<file path="src/rtl/btb_update.sv">
// BTB update engine: queues resolved branches, reads the indexed 2-way set,
// and writes back a modified set with counter, target, tag and LRU updates.
module btb_update (
    input  logic         clk,
    input  logic         rst,
    input  logic         upd_valid,
    input  logic [31:0]  upd_pc,
    input  logic         upd_taken,
    input  logic [31:0]  upd_target,
    output logic         upd_ready,
    output logic [2:0]   update_index,
    input  logic [127:0] update_set,
    output logic [2:0]   write_index,
    output logic [127:0] write_set,
    output logic         write_en,
    output logic         busy
);

    typedef enum logic [1:0] {StIdle, StLookup, StWrite} state_e;

    state_e state_q;

    // Update queue: pc[1:0] never affects index or tag, so it is not stored.
    logic [29:0] fifo_pc     [4];
    logic [31:0] fifo_target [4];
    logic [3:0]  fifo_taken;
    logic [1:0]  wr_ptr_q;
    logic [1:0]  rd_ptr_q;
    logic [2:0]  count_q;

    logic        push;
    logic        pop;
    logic        unused_pc;

    // Working register holding the update currently being processed.
    logic [29:0] wk_pc_q;
    logic        wk_taken_q;
    logic [31:0] wk_target_q;

    // Lookup datapath.
    logic [26:0] tag;
    logic [63:0] way0;
    logic [63:0] way1;
    logic        hit0;
    logic        hit1;
    logic        hit;
    logic        victim;
    logic        sel_way;
    logic [63:0] old_way;
    logic [1:0]  ctr_new;
    logic [63:0] new_way;
    logic [63:0] way0_new;
    logic [63:0] way1_new;
    logic        need_write;

    assign unused_pc = ^upd_pc[1:0];

    assign upd_ready = (count_q != 3'd4);
    assign push      = upd_valid && upd_ready;
    assign pop       = (state_q == StIdle) && (count_q != 3'd0);
    assign busy      = (count_q != 3'd0) || (state_q != StIdle);

    assign update_index = wk_pc_q[2:0];
    assign write_index  = wk_pc_q[2:0];

    // Queue storage; contents are don't-care while the pointers mark it empty.
    always_ff @(posedge clk) begin
        if (push) begin
            fifo_pc[wr_ptr_q]     <= upd_pc[31:2];
            fifo_target[wr_ptr_q] <= upd_target;
            fifo_taken[wr_ptr_q]  <= upd_taken;
        end
    end

    // Queue pointers and occupancy; simultaneous push and pop keep the count.
    always_ff @(posedge clk or negedge rst) begin
        if (!rst) begin
            wr_ptr_q <= 2'd0;
            rd_ptr_q <= 2'd0;
            count_q  <= 3'd0;
        end else begin
            if (push) begin
                wr_ptr_q <= wr_ptr_q + 2'd1;
            end
            if (pop) begin
                rd_ptr_q <= rd_ptr_q + 2'd1;
            end
            if (push && !pop) begin
                count_q <= count_q + 3'd1;
            end else if (pop && !push) begin
                count_q <= count_q - 3'd1;
            end
        end
    end

    // Hit detection, victim choice and construction of the replacement set.
    always_comb begin
        tag    = wk_pc_q[29:3];
        way0   = update_set[63:0];
        way1   = update_set[127:64];
        hit0   = way0[63] && (way0[62:36] == tag);
        hit1   = way1[63] && (way1[62:36] == tag);
        hit    = hit0 || hit1;
        // First invalid way, otherwise the LRU pointer in set[0].
        victim = !way0[63] ? 1'b0 : (!way1[63] ? 1'b1 : update_set[0]);
        // Way0 wins when both ways hit.
        sel_way = hit ? !hit0 : victim;
        old_way = sel_way ? way1 : way0;

        ctr_new = old_way[3:2];
        if (wk_taken_q) begin
            if (old_way[3:2] != 2'b11) begin
                ctr_new = old_way[3:2] + 2'b01;
            end
        end else begin
            if (old_way[3:2] != 2'b00) begin
                ctr_new = old_way[3:2] - 2'b01;
            end
        end

        if (hit) begin
            new_way = {old_way[63:36], (wk_taken_q ? wk_target_q : old_way[35:4]),
                       ctr_new, 2'b00};
        end else begin
            new_way = {1'b1, tag, wk_target_q, 2'b10, 2'b00};
        end

        way0_new    = sel_way ? way0 : new_way;
        way1_new    = sel_way ? new_way : way1;
        // LRU points at the way that was not touched; set[64] is reserved.
        way0_new[0] = !sel_way;
        way1_new[0] = 1'b0;

        need_write = hit || wk_taken_q;
    end

    // Control FSM with registered write strobe and write data.
    always_ff @(posedge clk or negedge rst) begin
        if (!rst) begin
            state_q     <= StIdle;
            write_en    <= 1'b0;
            write_set   <= 128'd0;
            wk_pc_q     <= 30'd0;
            wk_taken_q  <= 1'b0;
            wk_target_q <= 32'd0;
        end else begin
            write_en <= 1'b0;
            unique case (state_q)
                StIdle: begin
                    if (pop) begin
                        wk_pc_q     <= fifo_pc[rd_ptr_q];
                        wk_taken_q  <= fifo_taken[rd_ptr_q];
                        wk_target_q <= fifo_target[rd_ptr_q];
                        state_q     <= StLookup;
                    end
                end
                StLookup: begin
                    if (need_write) begin
                        write_set <= {way1_new, way0_new};
                        write_en  <= 1'b1;
                        state_q   <= StWrite;
                    end else begin
                        state_q <= StIdle;
                    end
                end
                StWrite: begin
                    state_q <= StIdle;
                end
                default: begin
                    state_q <= StIdle;
                end
            endcase
        end
    end

endmodule

</file>
<file path="config.mk">
export PLATFORM = sky130hd
export DESIGN_NAME = btb_update
export DESIGN_NICKNAME = d
export VERILOG_FILES = /design/src/rtl/btb_update.sv
export SDC_FILE = /design/constraint.sdc
export NUM_CORES = 1
export LEC_CHECK = 0
export ABC_AREA = 0
export BUFFER_PORTS_ARGS = -buffer_cell sky130_fd_sc_hd__buf_2
export CELL_PAD_IN_SITES_DETAIL_PLACEMENT = 1
export CELL_PAD_IN_SITES_GLOBAL_PLACEMENT = 1
export CORE_UTILIZATION = 49
export CTS_CLUSTER_SIZE = 10
export DETAILED_ROUTE_END_ITERATION = 10
export GPL_TIMING_DRIVEN = 1
export PLACE_DENSITY = 0.95
export SLEW_MARGIN = 5
export SYNTH_ARGS = -nofsm -noshare
export SYNTH_HDL_FRONTEND = slang
export SYNTH_SLANG_ARGS = --single-unit
</file>
<file path="constraint.sdc">
create_clock -name clk -period 5.2 [get_ports clk]
set_clock_uncertainty 0.15 [all_clocks]
set_input_delay 0.26 -clock clk [delete_from_list [all_inputs] [get_ports clk]]
set_output_delay 0.26 -clock clk [all_outputs]
set_load 0.01 [all_outputs]
</file>
==> impl_summary.log, run 1 <==
[metrics] run status: finished, final reports clean
[metrics] postcts setup bufs: 0
[metrics] combinational power share: 32.9%
[metrics] latest clock arrival within the worst-skew pair: 580 ps
[metrics] final-layout setup total negative slack: 0 ps
[metrics] combined area of all synthesized cells: 18500 sq um
[metrics] clock buffer count from CTS: 52
[metrics] Die Area: 38500 sq um
[metrics] final layout net count: 2002
[metrics] clock input transition at the sequential cells of the worst setup and hold paths: 60 ps
[metrics] number of endpoints with negative hold slack in the final report: 0
[metrics] standby leakage power: 0.0103 uW
[metrics] worst path required time: 5400 ps
[metrics] core area: 36900 sq um
[metrics] Yosys Warn Count: 0
[metrics] top post-synthesis cells by count: 316 x nand2_1, 252 x edfxtp_1, 200 x dfrtp_1
[metrics] area delta synth->final: 29.5%
[metrics] num rows: 70
[metrics] final critical-path required period: 4150 ps
[metrics] via count of the first global-routing pass: 15160
[metrics] maximum number of pins on one net before global-route repair: 130
[metrics] Power Dens Cells: 590 nW/um^2
[metrics] number of ports placed on the die boundary: 333
[metrics] sink count of the clock tree: 452
[metrics] DRT Wirelength: 63.0 mm
[metrics] number of library cell types mapped by synthesis: 49
[metrics] post-cts repair resize count: 0
[metrics] min-delay worst type: primary input to flip-flop
[metrics] Avg Synthesized Cell Area: 14.3 sq um
[metrics] Reg2Reg Depth: 7
[metrics] P_int: 8740 uW
[metrics] Port Buffers: 328
[metrics] final std cells w/o fill: 2346
[metrics] grt ovf: 0
[metrics] peak clock frequency supported by timing: 0.241 GHz
[metrics] switching share of power: 38.1%
[metrics] initial standard-cell utilization of the core: 50.1%
[metrics] H-tree lvl count: 2
[metrics] Critical Path End Type: flip-flop
[metrics] setup repair after global routing missed its margin: no
[metrics] Final Wtd Congestion: 0.846
[metrics] Relative slew margins: 13.2%
[metrics] largest area contributor in the synthesized netlist: edfxtp_1
[metrics] number of maximum-capacitance violations: 0
[metrics] first-pass GRT wire length: 93.9 mm
[metrics] number of antenna violations at the first check in global routing: 5
[metrics] synthesis-stage register bit count: 452
[metrics] die boundary width: 196 um
[metrics] filler cell count in the final layout: 3509
[metrics] fraction of final layout cells sized beyond drive strength 1: 26.2%
[metrics] dominant register cell in the synthesized netlist: edfxtp_1
[metrics] type of the setup path with the least slack: flip-flop to flip-flop
[metrics] power share of the clock group: 23.8%
[metrics] share of Yosys cell area claimed by the top area cell type: 41.0%
[metrics] number of flops mapped to enable cells by yosys: 252
[metrics] via count: 13384
[metrics] Max Buffers Root-to-Sink: 3
[metrics] IR drop worst, VDD: 367 uV
[metrics] Async SR Flop Fraction: 44.2%
[metrics] Seq pwr share: 43.3%
[metrics] Tcrit/Tclk final: 79.9%
[metrics] clock root buffer: clkbuf_16
[metrics] antenna-violating nets left: 0
[metrics] number of cells on the worst hold path: 3
[metrics] peak fanout along the critical path: 129
[metrics] router iterations before antenna repair: 4
[metrics] DR DRC count: 0
[metrics] DP HPWL: 34.4 mm
[metrics] storage element area: 12600 sq um
[metrics] DRC marker count from the first detailed-route iteration: 822
[metrics] routed via count divided by cell count: 5.71
[metrics] Post-CTS Hold Buffers: 191
[metrics] Die Ht: 196 um
[metrics] average detailed-routed wire length per instance: 26.9 um
[metrics] Max Transition Viols Final: 0
[metrics] pin slew with the least headroom to its limit: 1300 ps
[metrics] Cells after DPL: 2059
[metrics] top post-synthesis cells by area: edfxtp_1 41%, dfrtp_1 27%, mux4_2 7.7%
[metrics] multi-input gate area in the final layout: 5510 sq um
[metrics] endpoint arrival time on the critical path: 4350 ps
[metrics] global routing usage summed across all routing layers: 33.2%
[metrics] sequential element share of the synthesized area: 68.0%
[metrics] TritonCTS clock tree: yes
[metrics] cell count after synthesis: 1289
[metrics] Total Power Consumption: 14100 uW
[metrics] setup-violating endpoint count in the final report: 0
[metrics] synthesized net count: 1491
[metrics] Worst Setup Start Kind: flip-flop
[metrics] total net switching power: 5380 uW
[metrics] most common cell in the netlist: nand2_1
logic make-up (layout without fill, tap and decap cells):
group | count (synthesis) | count (layout) | synth area share, %
and+or+nand+nor | 357 | 357 | 7.83
adders and majority gates | 8 | 8 | 0.555
other | 1 | 5 | 0.0203
DFF | 452 | 452 | 68.0
AOI/OAI and AO/OA | 142 | 142 | 4.10
xor gates and xnor gates | 60 | 60 | 2.84
buffers and inverters | 85 | 634 | 2.36
muxes | 184 | 184 | 14.2
final timing paths:
check / start / end / slack (ps)
hold / removal: update_set[46] / write_set[46] / 80
setup reg to reg: wk_pc_q[27] / write_set[104] / 1050
min in group asynchronous: rst / wk_target_q[22] / 180
setup / recovery: wk_pc_q[27] / write_set[104] / 1050
hold reg to reg: write_set[99] / write_set[99] / 340
max in group asynchronous: rst / rd_ptr_q[0] / 3400
layout make-up:
cell class,instances,area share (%)
diodes,4,0.0418
clock buffers,86,5.97
clock inverters,6,0.293
inverters,11,0.173
multi-input cells,752,23.0
flip-flops and latches,452,52.6
well taps,504,2.64
repair buffers,531,15.3
worst max-delay path, stage by stage (launching register included):
cell and delay (ps):
dfrtp_1 530, xor2_1 310, nor4_1 220, and3_4 250
a22o_2 260, o21bai_4 610, buf_4 1070, o21ai_0 440
cell usage in the layout, fill, tap and decap left out, drive strengths merged, types with 14 or more instances in the layout:
cell type    instances
xor2                14
clkbuf              86
dfrtp              200
buf                340
edfxtp             252
nand2              318
dlygate4sd3        191
mux2i              119
o21ai              124
xnor2               46
mux4                63
layer usage:
layer	vias up	part of all wire [%]	global-route usage, %
li1	5648	-	-
met1	6904	36	38.9
met2	617	52	58.4
met3	213	5.9	5.45
met4	2	5.6	18.6
met5	-	0.021	0
per-stage QoR:
step / util (%) / hold slack [ps] / cell area (sq um) / worst slack (ps)
final: 64.9 / 84.7 / 23900 / 1050
after global routing: 64.9 / 66.5 / 23900 / 1040
after CTS: 64.9 / 47.9 / 23900 / 1300
after detailed placement: 55.6 / 280 / 20500 / 1490
after global placement: 55.6 / 268 / 20500 / 1490
after floorplan: - / -186 / 18500 / 2430
state kept, by name, indices dropped and copies added (netlist names):
| signal | count |
|---|---|
| write_en | 1 |
| write_set | 127 |
| wk_taken_q | 1 |
| wr_ptr_q | 2 |
| fifo_target | 128 |
| fifo_taken | 4 |
| fifo_pc | 120 |
| wk_target_q | 32 |
| rd_ptr_q | 2 |
| count_q | 3 |
| wk_pc_q | 30 |
| state_q | 2 |
power groups by stage:
stage | clock (uW) | sequential, uW | combinational [uW]
detailed placement | 0 | 6050 | 4230
global placement | 0 | 5940 | 3990
global route | 3520 | 6200 | 5000
floorplan | 0 | 5780 | 2720
CTS | 3360 | 6000 | 4430
finish | 3360 | 6110 | 4650
Power figures use the tool's default switching activity.
==> run 2, diff against run 1 <==
--- a/config.mk
+++ b/config.mk
@@ -9,11 +9,11 @@
 export BUFFER_PORTS_ARGS = -buffer_cell sky130_fd_sc_hd__buf_2
 export CELL_PAD_IN_SITES_DETAIL_PLACEMENT = 1
 export CELL_PAD_IN_SITES_GLOBAL_PLACEMENT = 1
-export CORE_UTILIZATION = 49
+export CORE_UTILIZATION = 46
 export CTS_CLUSTER_SIZE = 10
 export DETAILED_ROUTE_END_ITERATION = 10
 export GPL_TIMING_DRIVEN = 1
-export PLACE_DENSITY = 0.95
+export PLACE_DENSITY = 0.92
 export SLEW_MARGIN = 5
 export SYNTH_ARGS = -nofsm -noshare
 export SYNTH_HDL_FRONTEND = slang
==> constraint.sdc (replaced) <==
create_clock -name clk -period 3.9 [get_ports clk]
set_clock_uncertainty 0.15 [all_clocks]
set_input_delay 0.195 -clock clk [delete_from_list [all_inputs] [get_ports clk]]
set_output_delay 0.195 -clock clk [all_outputs]
set_load 0.01 [all_outputs]
==> run 2 against run 1 <==
Net effect: clock power grew 35%; sequential power up 32%; core utilization shrank 3.9 points; non-clock buffer count increased by 12; register-to-register slack worse by 640 ps; critical path type unchanged.
==> impl_summary.log, run 2 (synthesized netlist as in run 1, its figures left out) <==
[metrics] DRC marker count from the first detailed-route iteration: 961
[metrics] biggest registers after layout: fifo_target (128), write_set (127), fifo_pc (120)
[metrics] commonest non-fill, non-tap cells in the layout: 327 x buf_2, 316 x nand2_1, 252 x edfxtp_1, 198 x dfrtp_1, 193 x dlygate4sd3_1
[metrics] CP peak stage delay: 600 ps
[metrics] Final WS setup: 404 ps
[metrics] final core utilization: 60.9%
[metrics] Cells after DPL: 2090
[metrics] initial standard-cell utilization of the core: 46.6%
[metrics] Die Area: 41000 sq um
[metrics] most common library cell in the layout ignoring fill and taps: buf_2
[metrics] average detailed-routed wire length per instance: 26.8 um
[metrics] grt ovf: 0
[metrics] filler cell count in the final layout: 3871
[metrics] Relative slew margins: 29.0%
[metrics] DRT Wirelength: 63.8 mm
[metrics] global routing usage summed across all routing layers: 31.6%
[metrics] clock buffer count from CTS: 52
[metrics] maximum number of pins on one net before global-route repair: 111
[metrics] run status: finished, final reports clean
[metrics] Die Ht: 202 um
[metrics] Critical Path End Type: flip-flop
[metrics] Top reg by flops: fifo_target
[metrics] area delta synth->final: 30.7%
[metrics] core area: 39600 sq um
[metrics] Port Buffers: 328
[metrics] final critical-path required period: 3500 ps
[metrics] endpoint arrival time on the critical path: 3810 ps
[metrics] number of maximum-capacitance violations: 0
[metrics] number of antenna violations at the first check in global routing: 8
[metrics] pin slew with the least headroom to its limit: 1060 ps
[metrics] type of the setup path with the least slack: flip-flop to flip-flop
[metrics] router iterations before antenna repair: 5
[metrics] Worst Setup Start Kind: flip-flop
[metrics] final-layout setup total negative slack: 0 ps
[metrics] TritonCTS clock tree: yes
[metrics] cells traversed along the worst timing path: xnor2_1 > nand4_1 > nor4_2 > nand2_2 > nand2_4 > o22ai_1 > dlygate4sd3_1 > o21ai_1
[metrics] DR DRC count: 0
[metrics] final layout net count: 2014
[metrics] Total Power Consumption: 19000 uW
[metrics] final std cells w/o fill: 2380
[metrics] via count: 13575
[metrics] worst path required time: 4220 ps
[metrics] Tcrit/Tclk final: 89.6%
[metrics] Critical-path top delay cell: dlygate4sd3_1
[metrics] DP HPWL: 35.4 mm
[metrics] number of endpoints with negative hold slack in the final report: 0
[metrics] Buf+Inv Stages, Crit Path: 1
[metrics] number of ports placed on the die boundary: 333
[metrics] max FFs per register: 128
[metrics] placement-stage worst setup slack: 786 ps
[metrics] Final Wtd Congestion: 0.834
[metrics] sink count of the clock tree: 452
[metrics] latest clock arrival within the worst-skew pair: 580 ps
[metrics] clock root buffer: clkbuf_16
[metrics] Max Transition Viols Final: 0
[metrics] setup-violating endpoint count in the final report: 0
[metrics] storage element area: 12600 sq um
[metrics] routed via count divided by cell count: 5.70
[metrics] IR drop worst, VDD: 449 uV
[metrics] first-pass GRT wire length: 95.8 mm
[metrics] fraction of final layout cells sized beyond drive strength 1: 26.5%
[metrics] setup repair after global routing missed its margin: no
[metrics] peak fanout along the critical path: 16
[metrics] postcts setup bufs: 0
[metrics] min-delay worst type: primary input to asynchronous set/reset pin
[metrics] family with the most delay on the worst path: simple AND/OR/NAND/NOR gates
[metrics] via count of the first global-routing pass: 15278
[metrics] standby leakage power: 0.0104 uW
[metrics] clock input transition at the sequential cells of the worst setup and hold paths: 60 ps
[metrics] H-tree lvl count: 2
[metrics] peak clock frequency supported by timing: 0.286 GHz
[metrics] num rows: 73
[metrics] multi-input gate area in the final layout: 5510 sq um
[metrics] antenna-violating nets left: 0
[metrics] Max Buffers Root-to-Sink: 3
[metrics] Power Dens Cells: 785 nW/um^2
[metrics] die boundary width: 202 um
-- run 2: cell types whose count changed in the layout (fill, tap and decap cells not counted), moves of 2 or more --
cell           delta
buf_4             +3
dlygate4sd3_1     +2
buf_12            +7
clkbuf_8          +2
-- run 2: through the flow --
step	hold slack, ps	cell area (sq um)
floorplan	-251	18500
global placement	170	20700
detailed placement	165	20700
CTS	45.4	24100
global route	98.5	24100
finish	93.2	24200
-- run 2: path summary, 6_finish.rpt --
check | startpoint | end | slack (ps) | depth (start not counted)
min in group clk | update_set[0] | write_set[0] | 100 | 4
worst min-delay path | rst | write_set[26] | 90 | 2
worst max register to register | wk_pc_q[20] | write_set[3] | 400 | 8
max in group asynchronous | rst | wk_target_q[6] | 2330 | 3
worst min register to register | write_set[93] | write_set[93] | 340 | 2
worst max-delay path | wk_pc_q[20] | write_set[3] | 400 | 8
-- run 2: layout make-up --
cell class	instances	area share, %
sequential	452	52.1
clock inverter	3	0.166
multi-input combinational	752	22.8
timing repair buffer	543	15.9
antenna	5	0.0518
clock buffer	89	6.13
inverter	11	0.171
tap	525	2.72
-- run 2: worst reg2reg max path, cell delays in order (launching register included) --
cell,delay [ps]
dfrtp_1,490
xnor2_1,380
nand4_1,200
nor4_2,560
nand2_2,270
nand2_4,340
o22ai_1,130
dlygate4sd3_1,600
o21ai_1,270
-- run 2: layer usage --
layer | global-route usage, % | routed length (um) | vias to the layer above
li1 | - | - | 5672
met1 | 36.0 | 23100 | 6977
met2 | 55.7 | 33200 | 690
met3 | 6.14 | 3990 | 228
met4 | 17.9 | 3570 | 8
met5 | 0 | 54 | -
-- run 2: timing repair --
action | 4_1_cts | 5_1_grt
hold endpoints to repair | 486 | 0
resized for setup | 0 | 0
hold buffers | 193 | 0
-- run 2: where the power goes --
| part | internal [uW] | leakage [uW] | switching, uW |
|---|---|---|---|
| clock | 2620 | 0.000730 | 1920 |
| sequential | 6670 | 0.00479 | 1430 |
| combinational | 2500 | 0.00488 | 3820 |
| total | 11800 | 0.0104 | 7170 |
==> run 3, diff against run 2 <==
--- a/config.mk
+++ b/config.mk
@@ -13,7 +13,7 @@
 export CTS_CLUSTER_SIZE = 10
 export DETAILED_ROUTE_END_ITERATION = 10
 export GPL_TIMING_DRIVEN = 1
-export PLACE_DENSITY = 0.92
+export PLACE_DENSITY_LB_ADDON = 0.1
 export SLEW_MARGIN = 5
 export SYNTH_ARGS = -nofsm -noshare
 export SYNTH_HDL_FRONTEND = slang
==> run 3 against run 2 <==
Net effect: global-route usage down 5.8 points; count of clock-buffer cells in the layout is 2 higher; clock power decreased by 2%; critical path depth increased by 1; die area is the same; core utilization is 0.054 points lower; final area is essentially flat; combinational power decreased by 7.3%; flip-flop and latch count unchanged; critical path type unchanged; power fell by 3.9%; sequential share of layout area hardly changed; maximum frequency increased by 2.3%.
==> impl_summary.log, run 3 (synthesized netlist as in run 1, its figures left out) <==
[metrics] run status: finished, final reports clean
[metrics] maximum number of pins on one net before global-route repair: 128
[metrics] DRT Wirelength: 52.1 mm
[metrics] Final WS setup: 484 ps
[metrics] die boundary width: 202 um
[metrics] min-delay worst type: primary input to flip-flop
[metrics] Port Buffers: 328
[metrics] antenna-violating nets left: 0
[metrics] Layout Cell Area excl Fill: 24100 sq um
[metrics] peak fanout along the critical path: 5
[metrics] fraction of final layout cells sized beyond drive strength 1: 26.3%
[metrics] Max Transition Viols Final: 0
[metrics] setup repair after global routing missed its margin: no
[metrics] Final Wtd Congestion: 0.816
[metrics] clock buffer count from CTS: 52
[metrics] via count of the first global-routing pass: 13404
[metrics] core area: 39600 sq um
[metrics] standby leakage power: 0.0104 uW
[metrics] clock input transition at the sequential cells of the worst setup and hold paths: 60 ps
[metrics] latest clock arrival within the worst-skew pair: 600 ps
[metrics] most common library cell in the layout ignoring fill and taps: buf_2
[metrics] grt ovf: 0
[metrics] placed cell areas: 20700 sq um
[metrics] Top reg by flops: fifo_target
[metrics] filler cell count in the final layout: 3926
[metrics] sink count of the clock tree: 452
[metrics] worst path required time: 4290 ps
[metrics] H-tree lvl count: 2
[metrics] DRC marker count from the first detailed-route iteration: 593
[metrics] peak clock frequency supported by timing: 0.293 GHz
[metrics] commonest non-fill, non-tap cells in the layout: 327 x buf_2, 316 x nand2_1, 252 x edfxtp_1, 198 x dfrtp_1, 194 x dlygate4sd3_1
[metrics] pin slew with the least headroom to its limit: 1090 ps
[metrics] area delta synth->final: 30.6%
[metrics] router iterations before antenna repair: 4
[metrics] max FFs per register: 128
[metrics] number of maximum-capacitance violations: 0
[metrics] type of the setup path with the least slack: flip-flop to flip-flop
[metrics] TritonCTS clock tree: yes
[metrics] endpoint arrival time on the critical path: 3800 ps
[metrics] Tcrit/Tclk final: 87.6%
[metrics] number of ports placed on the die boundary: 333
[metrics] Power Dens Cells: 755 nW/um^2
[metrics] Max Buffers Root-to-Sink: 3
[metrics] biggest registers after layout: fifo_target (128), write_set (127), fifo_pc (120)
[metrics] average detailed-routed wire length per instance: 21.9 um
[metrics] via count: 12380
[metrics] Critical Path End Type: flip-flop
[metrics] initial standard-cell utilization of the core: 46.6%
[metrics] placement-stage worst setup slack: 928 ps
[metrics] DR DRC count: 0
[metrics] Die Ht: 202 um
[metrics] global routing usage summed across all routing layers: 25.8%
[metrics] IR drop worst, VDD: 505 uV
[metrics] final critical-path required period: 3420 ps
[metrics] Relative slew margins: 27.4%
[metrics] number of antenna violations at the first check in global routing: 6
[metrics] first-pass GRT wire length: 79.9 mm
[metrics] Worst Setup Start Kind: flip-flop
[metrics] setup-violating endpoint count in the final report: 0
[metrics] number of endpoints with negative hold slack in the final report: 0
[metrics] Die Area: 41000 sq um
[metrics] DP HPWL: 31.7 mm
[metrics] final-layout setup total negative slack: 0 ps
[metrics] num rows: 73
[metrics] final layout net count: 2010
[metrics] final core utilization: 60.9%
[metrics] clock root buffer: clkbuf_16
[metrics] routed via count divided by cell count: 5.21
[run 3: critical path, stage by stage (launching register included)]
cell	delay, ps
dfrtp_1	450
xnor2_1	350
nand4_1	180
nor3_1	420
and2_1	300
o21a_1	140
o22ai_1	80
dlygate4sd3_1	590
a21oi_1	130
dlygate4sd3_1	560
[run 3: layout make-up]
| type | count | area, sq um | share of cell area [%] |
|---|---|---|---|
| Timing Repair Buffer | 539 | 3810 | 15.8 |
| Clock inverter | 2 | 25.0 | 0.104 |
| Sequential cell | 452 | 12600 | 52.1 |
| Tap cell | 525 | 657 | 2.72 |
| Clock buffer | 91 | 1500 | 6.22 |
| Multi-Input combinational cell | 752 | 5510 | 22.8 |
| Antenna cell | 6 | 15.0 | 0.0622 |
| Inverter | 11 | 41.3 | 0.171 |
[run 3: per-layer routing]
| layer | share of wire (%) | GRT usage [%] | vias up |
|---|---|---|---|
| li1 | - | - | 5682 |
| met1 | 45 | 35.2 | 6305 |
| met2 | 48 | 42.5 | 330 |
| met3 | 5.0 | 4.63 | 61 |
| met4 | 1.8 | 7.52 | 2 |
| met5 | 0.019 | 0 | - |
[run 3: final timing paths]
path	startpoint	end	slack (ps)	depth (start not counted)
max	wk_pc_q[29]	write_set[67]	480	9
min	update_set[0]	write_set[0]	80	4
max reg2reg	wk_pc_q[29]	write_set[67]	480	9
min reg2reg	write_set[46]	write_set[46]	320	2
max in group asynchronous	rst	wk_pc_q[1]	2330	3
min in group asynchronous	rst	write_set[55]	160	2
[run 3: what timing repair did]
| action | 4_1_cts | 5_1_grt |
|---|---|---|
| gates resized for setup | 0 | 0 |
| hold buffers | 194 | 0 |
| buffers inserted | 0 | 0 |
| endpoints found under the hold margin | 504 | 0 |
[run 3: report_power, final]
group	internal (uW)	switching, uW	leakage [uW]	total, uW
clock network	2580	1870	0.000727	4450
registers	6660	1240	0.00479	7900
logic	2490	3370	0.00486	5860
[run 3: metrics by stage]
stage / hold WS, ps / std cells / total power, uW
after floorplan: -251 / 1289 / 11300
after global placement: 257 / 2085 / 13400
after detailed placement: 263 / 2085 / 13700
after CTS: 61.0 / 2372 / 18300
after global routing: 79.3 / 2376 / 19300
final: 77.3 / 2378 / 18200
